===== src/rtl/stack_burst_ctrl.sv =====
// stack_burst_ctrl: burst save/restore of a register-file window to a hardware stack.
// Define STACK_BURST_GUARD_EN to enable occupancy checking, saturating depth and ovf/unf interrupts.
module stack_burst_ctrl #(
    parameter int FIRST_REG = 1,
    parameter int LAST_REG  = 15,
    parameter int DEPTH     = 1024
) (
    input  logic        clk,
    input  logic        reset,
    input  logic        start_save,
    input  logic        start_restore,
    input  logic        hold,
    input  logic        clear,
    output logic [3:0]  rf_raddr,
    input  logic [31:0] rf_rdata,
    output logic        rf_we,
    output logic [3:0]  rf_waddr,
    output logic [31:0] rf_wdata,
    output logic        stk_push,
    output logic [31:0] stk_d,
    output logic        stk_pop,
    input  logic [31:0] stk_q,
    output logic [10:0] depth,
    output logic        busy,
    output logic        done,
    output logic        ovf_irq,
    output logic        unf_irq
);
    localparam int N  = LAST_REG - FIRST_REG + 1;
    localparam int IW = $clog2(N + 1);

    typedef enum logic [1:0] {IDLE, SAVE, RESTORE} state_t;

    state_t         state, state_nx;
    logic [IW-1:0]  idx, idx_nx;
    logic           pv, pv_nx, last, ovf_chk, unf_chk;
    logic [3:0]     raddr_q;
    logic [10:0]    depth_nx;

`ifdef STACK_BURST_GUARD_EN
    localparam bit GUARD = 1'b1;
    assign depth_nx = stk_push ? (depth == 11'(DEPTH) ? depth : depth + 11'd1)
                    : stk_pop  ? (depth == 11'd0 ? depth : depth - 11'd1) : depth;
`else
    localparam bit GUARD = 1'b0;
    assign depth_nx = depth + 11'(stk_push) - 11'(stk_pop);
`endif

    assign ovf_chk = GUARD && (12'(depth) + 12'(N) > 12'(DEPTH));
    assign unf_chk = GUARD && (depth < 11'(N));
    assign last    = idx == IW'(N);
    assign busy    = state != IDLE;
    // While frozen, keep presenting the last issued address so rf_rdata still matches the pending push.
    assign rf_raddr = state == IDLE ? 4'd0 : (hold || last) ? raddr_q : 4'(FIRST_REG + int'(idx));
    assign stk_d    = stk_push ? rf_rdata : 32'd0;
    assign rf_waddr = rf_we ? 4'(LAST_REG + 1 - int'(idx)) : 4'd0;
    assign rf_wdata = rf_we ? stk_q : 32'd0;

    always_ff @(posedge clk or negedge reset) begin
        if (!reset) begin
            state   <= IDLE;
            idx     <= '0;
            pv      <= 1'b0;
            depth   <= 11'd0;
            raddr_q <= 4'd0;
            ovf_irq <= 1'b0;
            unf_irq <= 1'b0;
        end else begin
            state   <= state_nx;
            idx     <= idx_nx;
            pv      <= pv_nx;
            depth   <= depth_nx;
            raddr_q <= rf_raddr;
            ovf_irq <= state == IDLE && start_save && ovf_chk;
            unf_irq <= state == IDLE && !start_save && start_restore && unf_chk;
        end
    end

    always_comb begin
        state_nx = state;
        idx_nx   = idx;
        pv_nx    = pv;
        stk_push = 1'b0;
        stk_pop  = 1'b0;
        rf_we    = 1'b0;
        done     = 1'b0;
        case (state)
            IDLE: begin
                if (start_save && !ovf_chk)
                    state_nx = SAVE;
                else if (!start_save && start_restore && !unf_chk)
                    state_nx = RESTORE;
            end
            default: begin
                if (clear) begin
                    // A word already popped is gone from the stack, so its write-back still lands.
                    rf_we    = state == RESTORE && pv;
                    state_nx = IDLE;
                    idx_nx   = '0;
                    pv_nx    = 1'b0;
                end else if (!hold) begin
                    stk_push = state == SAVE && pv;
                    stk_pop  = state == RESTORE && !last;
                    rf_we    = state == RESTORE && pv;
                    done     = last;
                    state_nx = last ? IDLE : state;
                    idx_nx   = last ? '0 : idx + IW'(1);
                    pv_nx    = !last;
                end
            end
        endcase
    end
endmodule


===== config.mk =====
export PLATFORM = sky130hd
export DESIGN_NAME = stack_burst_ctrl
export DESIGN_NICKNAME = d
export VERILOG_FILES = /design/src/rtl/stack_burst_ctrl.sv
export SDC_FILE = /design/constraint.sdc
export NUM_CORES = 1
export LEC_CHECK = 0
export CELL_PAD_IN_SITES_DETAIL_PLACEMENT = 0
export CELL_PAD_IN_SITES_GLOBAL_PLACEMENT = 2
export CORE_ASPECT_RATIO = 2
export CORE_UTILIZATION = 17
export CTS_CLUSTER_DIAMETER = 60
export DETAILED_ROUTE_END_ITERATION = 7
export GPL_TIMING_DRIVEN = 0
export PLACE_DENSITY = 0.85
export SETUP_SLACK_MARGIN = 0.2
export SKIP_LAST_GASP = 1
export SLEW_MARGIN = 10
export SYNTH_ARGS = -nofsm -noshare
export SYNTH_HDL_FRONTEND = slang
export SYNTH_SLANG_ARGS = --single-unit

===== constraint.sdc =====
create_clock -name clk -period 4.7 [get_ports clk]
set_input_delay 0.47 -clock clk [delete_from_list [all_inputs] [get_ports clk]]
set_output_delay 0.47 -clock clk [all_outputs]
set_load 0.005 [all_outputs]

==> summary.txt <==
STA
  – RSZ-0062 raised after global routing: false
  – FMAX: 0.283 GHz
  – Fin Hold WS: 200 ps
  – Final period utilization: roughly 75%
  – Final slew viol count: 0
  – Final hold vios: 0
  – Minimum clock period: 3530 ps
  – Post-Route Setup TNS: 0 ps
  – Clock skew: 3.38 ps
  – Least-Margin Pin Slew: roughly 560 ps
  – Setup violations, final: 0
  – Worst relative slew slack: 62.9%

Clock tree
  – Clk buf depth: 2
  – Hold Buf Count CTS: 0
  – Clock Latency Late Sink: 250 ps
  – CTS clk-pin slew, worst paths: 60 ps
  – Setup repair bufs after CTS: 0
  – CTS tree: yes
  – H-tree Lvls: 1
  – Num CTS Buffers: 3
  – Root Buffer: clkbuf_16
  – Post-CTS resize count: 0
  – Clock sink count: 22

Global route
  – Met2 usage: between 20% and 30%
  – Initial antenna violation count: 0
  – M1 GR Usage: 10.8%
  – Largest net degree at the start of global routing: 23
  – GRT overflow: 0
  – Met3 usage: around 3.1%
  – Busiest metal layer after global routing: met2
  – Vias in the first global route: 2,025
  – First-pass GRT wire length: around 10,000 um
  – Tot GR Track Use: 11.3%

Critical path
  – CP Launch Type: input pin
  – Slowest library cell on the worst path: nor4b_1
  – R2r worst-path depth: 13
  – Top Family by Delay on Critical Path: adder cells
  – Bufs and invs on worst path: 4
  – Crit path required time: just under 5000 ps
  – Crit. End Element: register
  – CP peak stage delay: 470 ps
  – CP max FO: 10
  – Worst setup path class: in2reg
  – R2r setup slk: 1230 ps
  – Critical-path cell list: clkdlybuf4s50_1 -> buf_2 -> a31o_2 -> nor4b_1 -> ha_1 -> inv_1 -> ha_1 -> inv_1 -> fa_1 -> nand2b_1 -> a21oi_1 -> nor3_1 -> a21oi_1 -> xor2_1
  – CP arrival: 3710 ps
  – Worst R2R Start: idx[0]
  – R2r endpoint: depth[8]

Min path
  – Min-delay worst type: in2async

Synth
  – Synth unique cells: 39
  – Post-synth EDFFs: 0
  – Top post-synthesis cells by area: dfrtp_1, and2_1, ha_1
  – Cell taking the most area after synthesis: dfrtp_1
  – Multiplexer share of the synthesized area: 0%
  – Mapped Cells: between 200 and 250
  – Syn Area/Cell: 8.04 sq um
  – XOR/XNOR share of the synthesized area: 6.49%
  – Post-synth top area share: 29.1%
  – Main synth FF type: dfrtp_1
  – YS warnings: 0
  – Most common cell in the netlist: and2_1
  – Adder-Cell Fraction of Synth Area: 9.66%
  – Synth Cell Area: 0.00189 sq mm
  – Sequential fraction of the synthesis area: 29.1%
  – Post-synth top cells: and2_1, dfrtp_1, inv_1
  – Main combinational cell family by area after synthesis: simple AND/OR/NAND/NOR gates
  – Post-Synth Simple-Gate Area: 34.2%
  – #FFs+latches synth: 22
  – Ys async rst share: 100%
  – Compound-gate portion of the synthesized area: 12.2%

Cells and area
  – Synth-to-layout area growth: 95.8%
  – Layout Nets: about 480
  – Layout cells sized above 1: 6.33%
  – Number of fill cells: 1,129
  – Diodes inserted: 0

Route
  – Remaining DRCs: 0
  – DR pass1 iterations: 4
  – Vias per cell: 4.04
  – Drt total wl: 6950 um
  – Starting DRT DRC Count: 70
  – Via count: 2,162
  – WL/cell: 13.0 um
  – Remaining antenna violation count after routing: 0

Power and ir drop
  – Static Leak: 1.55 nW
  – Sw Share: about two fifths
  – Pwr dens: 436 mW/mm^2
  – Register share of total power: 22.4%
  – Pint: 0.960 mW
  – Switch Pwr: 0.652 mW
  – Worst VDD drop: between 0.3 and 0.4 mV
  – Clk pwr share: between 10 and 15%
  – Combinational Power Share: roughly two thirds

Placed design
  – Hpwl dp: 5880 um
  – Gp weighted congestion: 0.764
  – # port buffers: 156

Floorplan
  – Io pins: 160
  – CORE AREA: 0.0109 sq mm
  – Die X: between 70 and 80 um
  – Die H: 151 um
  – Row cnt: 54
  – Initial Utilization: between 10% and 20%
  – Die Area: 0.0116 sq mm

Outcome
  – Outcome: complete, no violations

Flow run
  – MaxCap Viol Count: 0
per-stage QoR:
step                      utilization, %  total power [mW]  cell area (sq um)  setup WS, ps  instances
after detailed placement            33.4              1.45               3630           813        532
after CTS                           34.1              1.64               3710          1080        535
after global placement              33.4              1.43               3630           906        532
after floorplan                        -              1.02               1890          1600        236
final                               34.0              1.61               3700          1170        535
after global routing                34.0              1.76               3700           859        535
cell type report:
type                            count  area, sq um  share of cell area, %
Inverter                           21         78.8                   2.13
Buffer                             13         75.1                   2.03
Timing Repair Buffer              156         1560                   42.1
Sequential cell                    22          551                   14.9
Multi-Input combinational cell    180         1190                   32.2
Tap cell                          140          175                   4.73
Clock buffer                        3         75.1                   2.03
power groups by stage:
stage                     clock, mW  combinational (mW)  sequential [mW]
after global routing          0.197                1.19            0.375
final                         0.181                1.07            0.362
after floorplan                   0               0.668            0.352
after CTS                     0.192                1.09            0.364
after detailed placement          0                1.08            0.366
after global placement            0                1.06            0.363
how the worst max path moves through the flow:
stage	endpoint	slack, ps	from	cells after the start
final	depth[8]	1170	hold	14
after global routing	depth[8]	860	hold	14
after floorplan	depth[8]	1600	idx[0]	13
after detailed placement	depth[8]	810	hold	14
after global placement	depth[8]	910	hold	14
after CTS	depth[8]	1080	hold	14
cell usage in the layout, fill, tap and decap left out, types with 2 or more instances in the layout:
cell type        count
a21o_1               2
a21oi_1             14
a21oi_2              3
a31oi_1              2
and2_1              68
buf_2                6
buf_4                4
clkbuf_16            3
clkbuf_2             4
clkdlybuf4s50_1    155
conb_1               2
dfrtp_1             22
ha_1                13
inv_1               20
nand2_1             12
nand3_1              6
nor2_1              13
nor3_1               5
o21ai_0              6
o22ai_1              2
xnor2_1              9
xor2_1               5
kinds of logic (layout without fill, tap and decap cells):
| group | count (synthesis) | count (layout) |
|---|---|---|
| flops | 22 | 22 |
| fa+ha+maj | 14 | 14 |
| other cells | 1 | 2 |
| compound gates | 36 | 36 |
| simple gates | 114 | 114 |
| buf+inv | 34 | 193 |
| xor+xnor | 14 | 14 |
per-layer routing:
metal  wire length, um  part of all wire (%)
met1              2310                    33
met4                65                  0.93
met3               531                   7.6
met2              4040                    58
met5                 0                     0
registers in the layout, indices dropped and copies added, names as in the netlist:
register	cells
state	2
raddr_q	4
depth	11
pv	1
idx	4
(Power assumes the default switching activity.)
